File: config.mk
export PLATFORM = sky130hd
export DESIGN_NAME = cu_dcdr_pipe
export DESIGN_NICKNAME = d
export VERILOG_FILES = /design/src/rtl/cu_dcdr_pipe.sv
export SDC_FILE = /design/constraint.sdc
export NUM_CORES = 1
export LEC_CHECK = 0
export BUFFER_PORTS_ARGS = -buffer_cell sky130_fd_sc_hd__buf_2
export CORE_ASPECT_RATIO = 1.75
export CORE_MARGIN = 2
export CORE_UTILIZATION = 54
export DETAILED_ROUTE_END_ITERATION = 8
export MAX_ROUTING_LAYER = met4
export PLACE_DENSITY = 0.81
export SYNTH_ARGS = -nofsm -noshare
export SYNTH_HDL_FRONTEND = slang
export SYNTH_SLANG_ARGS = --single-unit
File: constraint.sdc
create_clock -name CLK -period 5.8 [get_ports CLK]
set_clock_uncertainty 0.1 [all_clocks]
set_input_delay 0.29 -clock CLK [delete_from_list [all_inputs] [get_ports CLK]]
set_output_delay 0.29 -clock CLK [all_outputs]
set_load 0.05 [all_outputs]
File: src/rtl/cu_dcdr_pipe.sv
// rtl/cu_dcdr_pipe.sv - RV32 control-unit decoder feeding a QDEPTH-entry output queue; CU_DCDR_CSR_EN enables SYSTEM decode
module cu_dcdr_pipe #(
  parameter int XLEN   = 32,
  parameter int QDEPTH = 2
) (
  input  logic                      CLK,
  input  logic                      RST,
  input  logic                      in_valid,
  output logic                      in_ready,
  input  logic [31:0]               in_ir,
  input  logic [XLEN-1:0]           in_pc,
  input  logic                      flush,
  input  logic                      int_req,
  output logic                      int_ack,
  output logic [$clog2(QDEPTH):0]   count,
  output logic                      out_valid,
  input  logic                      out_ready,
  output logic [XLEN-1:0]           out_pc,
  output logic [3:0]                alu_fun,
  output logic [1:0]                alu_srcA,
  output logic [2:0]                alu_srcB,
  output logic [1:0]                rf_wr_sel,
  output logic [2:0]                pc_src,
  output logic [2:0]                br_fun,
  output logic                      rf_we,
  output logic                      mem_we,
  output logic                      mem_rden,
  output logic                      is_branch,
  output logic                      illegal
);

  localparam int PW = $clog2(QDEPTH);
  localparam int CW = PW + 1;
  localparam logic [CW-1:0] DEPTH_C = CW'(QDEPTH);

  typedef struct packed {
    logic [XLEN-1:0] pc;
    logic [3:0]      alu_fun;
    logic [1:0]      alu_srca;
    logic [2:0]      alu_srcb;
    logic [1:0]      rf_wr_sel;
    logic [2:0]      pc_src;
    logic [2:0]      br_fun;
    logic            rf_we;
    logic            mem_we;
    logic            mem_rden;
    logic            is_branch;
    logic            illegal;
  } entry_t;

  entry_t          mem [QDEPTH];
  entry_t          dec;
  entry_t          head;
  logic [PW-1:0]   wr_ptr;
  logic [PW-1:0]   rd_ptr;
  logic [2:0]      f3;
  logic            push;
  logic            pop;
  logic            unused_ir;

  // Only ir[30] of the upper funct7 matters to the ALU decode; the rest are don't-care here.
  assign unused_ir = ^{in_ir[31], in_ir[29:15], in_ir[11:7]};

  assign f3        = in_ir[14:12];
  assign in_ready  = (count < DEPTH_C);
  assign out_valid = (count != '0);
  assign push      = in_valid && in_ready && !flush && !RST;
  assign pop       = out_valid && out_ready && !flush;
  assign int_ack   = push && int_req;

  // Combinational decode of the incoming instruction, or a trap entry when an interrupt is taken.
  always_comb begin
    dec    = '0;
    dec.pc = in_pc;
    if (int_req) begin
      dec.pc_src = 3'd4;
    end else begin
      case (in_ir[6:0])
        7'b0110011: begin
          dec.rf_we     = 1'b1;
          dec.rf_wr_sel = 2'd3;
          dec.alu_fun   = {in_ir[30], f3};
        end
        7'b0010011: begin
          dec.rf_we     = 1'b1;
          dec.rf_wr_sel = 2'd3;
          dec.alu_srcb  = 3'd1;
          dec.alu_fun   = {(f3 == 3'b101) ? in_ir[30] : 1'b0, f3};
        end
        7'b0000011: begin
          dec.rf_we     = 1'b1;
          dec.rf_wr_sel = 2'd2;
          dec.alu_srcb  = 3'd1;
          dec.mem_rden  = 1'b1;
        end
        7'b0100011: begin
          dec.alu_srcb = 3'd2;
          if (f3 > 3'b010) dec.illegal = 1'b1;
          else             dec.mem_we  = 1'b1;
        end
        7'b1100011: begin
          dec.is_branch = 1'b1;
          dec.br_fun    = f3;
          dec.illegal   = (f3 == 3'b010) || (f3 == 3'b011);
        end
        7'b0110111: begin
          dec.rf_we     = 1'b1;
          dec.rf_wr_sel = 2'd3;
          dec.alu_srca  = 2'd1;
          dec.alu_fun   = 4'b1001;
        end
        7'b0010111: begin
          dec.rf_we     = 1'b1;
          dec.rf_wr_sel = 2'd3;
          dec.alu_srca  = 2'd1;
          dec.alu_srcb  = 3'd3;
        end
        7'b1101111: begin
          dec.rf_we  = 1'b1;
          dec.pc_src = 3'd3;
        end
        7'b1100111: begin
          if (f3 == 3'b000) begin
            dec.rf_we  = 1'b1;
            dec.pc_src = 3'd1;
          end else begin
            dec.illegal = 1'b1;
          end
        end
`ifdef CU_DCDR_CSR_EN
        7'b1110011: begin
          if (in_ir == 32'h3020_0073) begin
            dec.pc_src = 3'd5;
          end else if (f3 == 3'b001 || f3 == 3'b010 || f3 == 3'b011) begin
            dec.rf_we     = 1'b1;
            dec.rf_wr_sel = 2'd1;
          end else begin
            dec.illegal = 1'b1;
            dec.alu_fun = 4'b1111;
          end
        end
`endif
        default: begin
          dec.illegal = 1'b1;
          dec.alu_fun = 4'b1111;
        end
      endcase
    end
  end

  // Queue storage, pointers and occupancy; reset zeroes storage so an empty queue reads as all-zero fields.
  always_ff @(posedge CLK) begin
    if (RST) begin
      wr_ptr <= '0;
      rd_ptr <= '0;
      count  <= '0;
      for (int i = 0; i < QDEPTH; i++) mem[i] <= '0;
    end else if (flush) begin
      wr_ptr <= '0;
      rd_ptr <= '0;
      count  <= '0;
    end else begin
      if (push) begin
        mem[wr_ptr] <= dec;
        wr_ptr      <= wr_ptr + 1'b1;
      end
      if (pop) rd_ptr <= rd_ptr + 1'b1;
      case ({push, pop})
        2'b10:   count <= count + 1'b1;
        2'b01:   count <= count - 1'b1;
        default: count <= count;
      endcase
    end
  end

  assign head      = mem[rd_ptr];
  assign out_pc    = head.pc;
  assign alu_fun   = head.alu_fun;
  assign alu_srcA  = head.alu_srca;
  assign alu_srcB  = head.alu_srcb;
  assign rf_wr_sel = head.rf_wr_sel;
  assign pc_src    = head.pc_src;
  assign br_fun    = head.br_fun;
  assign rf_we     = head.rf_we;
  assign mem_we    = head.mem_we;
  assign mem_rden  = head.mem_rden;
  assign is_branch = head.is_branch;
  assign illegal   = head.illegal;

endmodule

# --- Yosys cells after proc, flatten, opt, wreduce, memory -nomap -nowiden ---
# Memory sizes are Yosys's and may differ from the RTL's. A register that Yosys moved wholly into a read port is not among the register bits.
# Index checks and enable logic that the tools add are counted.
op_classes:
  addsub: 4
  n_mul: 0
  n_div: 0
  magnitude_cmp: 2
  n_eq_ne: 14
  shift: 0
  mux: 32
  n_bitwise: 0
  n_reduce_logical: 19
ops:
  columns: ["cell", "count"]
  rows:
  - ["$mux W54", 1]
  - ["$reduce_or A54 Y1", 1]
  - ["$eq A7 B6 Y1 const B", 3]
  - ["$eq A7 B7 Y1 const B", 3]
  - ["$mux W1", 20]
  - ["$pmux W4 S4", 1]
  - ["$eq A7 B5 Y1 const B", 2]
  - ["$reduce_or A6 Y1", 2]
  - ["$mux W11", 1]
  - ["$mux W8", 1]
  - ["$pmux W2 S2", 2]
  - ["$eq A7 B2 Y1 const B", 1]
  - ["$eq A3 B2 Y1 const B", 2]
  - ["$logic_and A1 B1 Y1", 6]
  - ["$mux W3", 2]
  - ["$pmux W2 S3", 1]
  - ["$pmux W3 S2", 1]
  - ["$reduce_or A2 Y1", 3]
  - ["$pmux W1 S4", 1]
  - ["$reduce_bool A2 Y1", 2]
  - ["$reduce_or A4 Y1", 1]
  - ["$eq A3 B3 Y1 const B", 1]
  - ["$gt A3 B2 Y1 const B", 1]
  - ["$logic_not A3 Y1", 1]
  - ["other kinds (9)", 11]
word_totals:
  register_bits: 4
  latchBits: 0
  ramBits: 108
  romBits: 0
  output_inout_bits: 59
  wordCells: 75
  mem_count: 1
mem_list:
  columns: ["name", "depth", "width", "rd", "rd_ports_with_merged_regs", "write_ports", "line_no", "text"]
  rows:
  - ["mem", 2, 54, 1, 1, 2, "51", "entry_t mem [QDEPTH];"]

# --- Logic depth before layout (Yosys ltp) ---
# Gate-level depths: netlist of the first run.
depth:
  ltp_word: 10
  depth_mapped: 8
  mapped_depth_nobuf: 8

# --- Worst setup path before layout of the first run ---
# OpenSTA, ideal clock, no wires.
synth_timing:
  path_kind: "reg2reg"
  from: "reg count[1]"
  to: "mem mem[1][0] in the netlist's numbering (enable)"
  setup_time_ns: 0.418
  arrival_ns: 2.599
  t_required_ns: 5.282
  slack_ns: 2.683
  path_stages_with_launch: 5
  n_path_buf: 1
  path_cell_list: "dfxtp_1 -> nor4b_4 -> nand2_1 -> buf_2 -> nand2b_1"
synth_lines:
  columns: ["item", "line_no", "text"]
  rows:
  - ["from (decl)", "15", "output logic [$clog2(QDEPTH):0] count,"]
  - ["from (signal assigned)", "169", "2'b10: count <= count + 1'b1;"]
  - ["from (signal assigned)", "170", "2'b01: count <= count - 1'b1;"]
  - ["from (signal assigned)", "171", "default: count <= count;"]
  - ["to (decl)", "51", null]

==> results of run 1 <==
[power groups by stage]
stage          registers (mW)  logic, mW  clock network, mW
2_1_floorplan           0.916      0.136                  0
3_3_place_gp            0.915      0.182                  0
3_5_place_dp            0.918      0.185                  0
4_1_cts                 0.901      0.185              0.614
5_1_grt                 0.903      0.195              0.642
6_report                0.900      0.185              0.607
[per-layer routing]
metal / vias to the layer above / global-route usage
met5: - / -
met4: 0 / 0.108
met3: 20 / 0.0356
met2: 107 / 0.384
met1: 1577 / 0.216
li1: 1527 / -
[area by class of cell]
| type | count | area, um^2 | share of cell area |
|---|---|---|---|
| Timing Repair Buffer | 110 | 563 | 0.0950 |
| Tap cell | 120 | 150 | 0.0253 |
| Sequential cell | 109 | 3220 | 0.544 |
| Clock buffer | 12 | 246 | 0.0416 |
| Clock inverter | 4 | 48.8 | 0.00824 |
| Inverter | 5 | 21.3 | 0.00359 |
| Multi-Input combinational cell | 225 | 1670 | 0.282 |
[worst paths after layout]
check	startpoint	end	slack, ns	cells past startpoint
max	count[1]$_SDFFE_PP0P_	mem[1][49]$_SDFFCE_PN0P_	3.08	5
min	flush	flip-flop	0.12	2
max reg2reg	count[1]$_SDFFE_PP0P_	mem[1][49]$_SDFFCE_PN0P_	3.08	5
min reg2reg	rd_ptr$_SDFFE_PP0P_	flip-flop	0.45	2
[cells by family after synthesis]
logic type,share of synthesized area
mux,0.116
fa+ha+maj,0.00247
simple gates,0.181
compound gates,0.0220
other cells,0.000741
xor+xnor,0.00693
flops,0.637
buf+inv,0.0344
[through the flow]
stage	cells	util	total power [mW]
floorplan	367	-	1.05
CTS	585	0.651	1.70
global placement	569	0.619	1.10
global route	585	0.651	1.74
detailed placement	569	0.619	1.10
finish	585	0.651	1.69
[sequential cells by signal (all words and copies together), names as in the netlist, named ones only]
signal  cells
count       2
mem       104
rd_ptr      1
wr_ptr      1
[critical path: cells and delay by family, from the launching register on]
kind / cells / cell delay [ns]
DFF: 1 / 0.37
buffers and inverters: 2 / 0.93
and+or+nand+nor: 3 / 0.93
[layout by cell type, fill, tap and decap left out, types with 2 or more instances in the layout]
cell / instances
buf_2: 105
edfxtp_1: 104
mux2_2: 52
and2_1: 42
and3_1: 37
nor2_1: 22
nor3_1: 12
clkbuf_16: 9
nand2_1: 8
a211oi_1: 5
nand3_1: 5
buf_4: 5
inv_1: 4
dfxtp_1: 4
o21ai_0: 3
nor2b_1: 3
a21oi_1: 3
o2111ai_1: 3
nand4_1: 3
nand2b_2: 2
and3b_1: 2
nor4_2: 2
xor2_1: 2
xnor2_1: 2
conb_1: 2
clkbuf_1: 2
clkinv_2: 2
==> flow_summary.toml, run 1 <==
[clocking]
cts_buffer_depth = 2
cts-root-buf = "clkbuf_16"
clk_latency_ns = 0.35
cts.clk_slew.worst_paths_ns = 0.07
cts_sinks = 109
cts_resized = 0
htree_levels = 3
cts_buffers = 9
post-cts-setup-buffers = 0
cts_hold_buf = 0
tritoncts = "built"

[pwr]
ir_drop_uv = 185
leakagePower_nw = 2.50
p_switching_uw = 403
combinationalPowerShare = 0.109
clkPwrFrac = 0.359
switching_share = 0.238
p_int_mw = 1.29
seqPwrFrac = 0.532
pwr_density_cell_nw_per_um2 = 285

[finish]
drive_gt1_frac = 0.406
area_delta_synth_final_pct = 17.1
final_nets = 531
insertedDiodeCount = 0
fillCellCount = 731
stdcell_area_um2 = 5920

[timing]
drv_slew = 0
hold_viol = 0
setup_violations = 0
min_period_ns = 2.72
slew_headroom = 0.572
fmax_mhz = 367
fin_crit_sh = 0.469
tightestPinTransition_ns = 0.641
setup_slack_ns = 3.08
rsz0062_at_grt = "false"
whs_ns = 0.125
setup_tns_ns = 0

[placed_design]
placed_cell_area_um2 = 5630
hpwl_um = 6850
place_ws_ns = 3.00
globalplace.congestion = 0.813
portBuffers = 105

[synthesis]
ys.flop_type = "edfxtp_1"
synth_cell_types = 42
synthCells = 366
yosysWarnings = 0
synth.area.top_cells = "edfxtp_1 (62%), mux2_2 (12%), and2_1 (5.2%)"
netlist_area_um2 = 5060
seq_area_frac_synth = 0.637
synth-edff-count = 104
yosysTopAreaCellShare = 0.617
netlist_top_cells_count = "edfxtp_1 (104), mux2_2 (52), and2_1 (42), and3_1 (37), nor2_1 (22)"
async_flop_share = 0
synth.most_common_cell = "edfxtp_1"
yosysTopAreaCell = "edfxtp_1"
synth.avg_cell_area_um2 = 13.8
ys_ff_latch = 109

[route]
post-route-drc-count = 0
wirelength_um = 10200
routedWlPerCell_um = 17.5
ant_nets = 0
drtPass1Iterations = 4
wl_met3_um = 407
drtIter0Drc = 173
viasPerCell = 5.52
met2_length_um = 5790
vias = 3231
highest_layer = "met4"
m1WireLength_um = 3700

[critical_path]
cp_max_fo = 45
cp-start-kind = "flip-flop"
path_cells = "nor4b_4 -> buf_4 -> nand2_1 -> nand2b_2 -> buf_4"
cp_slowest_stage_delay_ns = 0.56
cp_slowest_cell = "buf_4"
required_ns = 5.69
cp.arrival_ns = 2.61
crit_top_cell = "buf_4"
critPathKind = "reg2reg"
worst_setup_path_end_kind = "flip-flop"

[floorplan]
die_area_um2 = 10200
rows = 46
io_pins = 129
fp.dieH_um = 132
start_util = 0.556
dieWidth_um = 77.2
fp.coreArea_um2 = 9090

[run]
drv_cap = 0

[global_route]
grt_start_max_net_pins = 46
grt_pass1_wl_um = 16000
grt_overflow = 0
grt_pass1_vias = 3252
grt_antenna_before_repair = 0
grtUsageTotal = 0.212

[min_path]
hp-class = "in2reg"

[run_status]
status = "finished, final reports clean"
Note: power is estimated with default switching activity, not from simulation.
==> run 2, diff against run 1 <==
ABC_AREA = 1   (was not set)
CORE_UTILIZATION = 53   (was 54)
PLACE_DENSITY = 0.8   (was 0.81)
clock period = 2.6 ns   (was 5.8 ns; I/O delays follow)
==> flow_summary.toml, run 2 <==
[global_route]
grt_start_max_net_pins = 53
grt_antenna_before_repair = 0
grtUsageTotal = 0.202
grt_pass1_wl_um = 15600
grt_pass1_vias = 3490
grt_overflow = 0

[timing]
setup_tns_ns = 0
min_period_ns = 1.90
fmax_mhz = 526
rsz0062_at_grt = "false"
drv_slew = 0
setup_violations = 0
slew_headroom = 0.510
hold_viol = 0
tightestPinTransition_ns = 0.735
fin_crit_sh = 0.732
whs_ns = 0.00804

[route]
drtPass1Iterations = 4
routedWlPerCell_um = 14.6
wirelength_um = 9700
wl_met3_um = 344
drtIter0Drc = 143
vias = 3330
highest_layer = "met4"
viasPerCell = 5.02
m1WireLength_um = 3620
ant_nets = 0
post-route-drc-count = 0
met2_length_um = 5490

[min_path]
hp-class = "in2reg"
holdCritStartpoint = "in_pc[3]"
whs_path_depth = 3
worst_hold_path.endpoint = "mem[0][25]$_SDFFCE_PN0P_"

[synthesis]
ys.flop_type = "edfxtp_1"
netlist_top_cells_count = "edfxtp_1 (104), nor2_1 (101), mux2_2 (52), inv_1 (51), nand2_1 (31)"
yosysTopAreaCellShare = 0.620
ys_ff_latch = 109
synthCells = 426
yosysWarnings = 0
synth_cell_types = 25
async_flop_share = 0
yosysTopAreaCell = "edfxtp_1"
synth.area.top_cells = "edfxtp_1 (62%), mux2_2 (12%), nor2_1 (7.5%)"
synth.avg_cell_area_um2 = 11.8
seq_area_frac_synth = 0.640
synth.most_common_cell = "edfxtp_1"
netlist_area_um2 = 5040
synth-edff-count = 104

[finish]
drive_gt1_frac = 0.388
final_nets = 607
insertedDiodeCount = 0
seq_area_um2 = 3220
area_delta_synth_final_pct = 19.5
final_common_cell = "buf_2"
top_register = "mem"
fillCellCount = 722
layout_common_cells = "buf_2 (105), edfxtp_1 (104), nor2_1 (101), mux2_2 (52), inv_1 (51)"
stdcell_area_um2 = 6020
top_regs = "mem x104, count x2"
largest_reg_flops = 104
multiInputGateArea_um2 = 1510

[clocking]
clk_latency_ns = 0.34
htree_levels = 3
cts_buffer_depth = 2
cts_sinks = 109
cts_resized = 0
cts-root-buf = "clkbuf_16"
post-cts-setup-buffers = 0
cts_buffers = 9
tritoncts = "built"
cts.clk_slew.worst_paths_ns = 0.07

[critical_path]
worst_setup_path_end_kind = "flip-flop"
cp-start-kind = "primary input"
r2r_start = "count[1]$_SDFFE_PP0P_"
startpoint = "RST"
required_ns = 2.47
cp.arrival_ns = 1.77
critPathKind = "in2reg"
r2r-end = "mem[0][6]$_SDFFCE_PN0P_"
cp_max_fo = 52
r2r_cells = 8
rrSetupSlack_ns = 0.80

[pwr]
ir_drop_uv = 401
leakagePower_nw = 2.58
pwr_density_cell_nw_per_um2 = 636

[floorplan]
rows = 47
io_pins = 129
start_util = 0.539
die_area_um2 = 10300
fp.dieH_um = 133
dieWidth_um = 77.7
fp.coreArea_um2 = 9350

[placed_design]
placed_cell_area_um2 = 5670
globalplace.congestion = 0.820
hpwl_um = 6340
portBuffers = 105

[run]
drv_cap = 0

[run_status]
status = "finished, final reports clean"
## run 2: changes by cell type after synthesis, moves of 9 or more
cell and change:
inv_1 +47, nor3_1 -11, nor2_4 +10, nand2_1 +23, and2_1 -42, nor2_1 +79
nor2_2 +14, a21oi_1 +9, clkbuf_1 -12, and3_1 -36
## run 2: per-stage QoR
stage,cells,total power [mW],util,worst slack (ns)
floorplan,427,2.42,-,0.0775
global placement,641,2.54,0.607,0.829
detailed placement,641,2.55,0.607,0.768
CTS,663,3.86,0.644,0.692
global route,663,3.95,0.644,0.601
finish,663,3.83,0.644,0.698
## run 2: worst max-delay path by stage
stage / endpoint / slack [ns] / cells past startpoint
floorplan: count[1]$_SDFFE_PP0P_ / 0.08 / 9
global placement: mem[0][6]$_SDFFCE_PN0P_ / 0.83 / 8
detailed placement: mem[0][6]$_SDFFCE_PN0P_ / 0.77 / 8
CTS: mem[0][21]$_SDFFCE_PN0P_ / 0.69 / 7
global route: mem[0][2]$_SDFFCE_PN0P_ / 0.60 / 7
finish: mem[0][18]$_SDFFCE_PN0P_ / 0.70 / 7
## run 2: critical path, cell delays in order
cell	delay, ns
dlygate4sd3_1	0.53
buf_2	0.14
nor2_4	0.14
nand3_4	0.11
nor2_2	0.10
inv_2	0.06
nand2_4	0.53
## run 2: layout make-up
class,instances,area share
flip-flops and latches,109,0.536
multi-input cells,246,0.252
repair buffers,117,0.107
clock buffers,12,0.0393
inverters,53,0.0330
well taps,122,0.0254
clock inverters,4,0.00831
## run 2: per-layer routing
metal | up-vias | track usage
met2 | 89 | 0.366
met1 | 1601 | 0.207
met4 | 0 | 0.0942
li1 | 1626 | -
met5 | - | -
met3 | 14 | 0.0341
## run 2: power breakdown
group / total, mW / switching (mW) / leakage [nW] / internal (mW)
combinational: 0.495 / 0.363 / 1.33 / 0.131
sequential: 2.02 / 0.0198 / 1.12 / 2.00
clock: 1.31 / 0.568 / 0.133 / 0.746
## run 2: what timing repair did
action | in CTS | in global routing
hold endpoints to repair | 8 | 0
endpoints found under the setup margin | 0 | 0
hold buffers | 6 | 0
## run 2: kinds of logic (layout without fill, tap and decap cells)
logic type / Yosys count / after routing / synth area share
adders and majority gates: 1 / 1 / 0.00248
buffers and inverters: 72 / 186 / 0.0638
other: 1 / 2 / 0.000744
AOI/OAI and AO/OA: 20 / 20 / 0.0204
muxes: 52 / 52 / 0.116
and+or+nand+nor: 171 / 171 / 0.156
DFF: 109 / 109 / 0.640
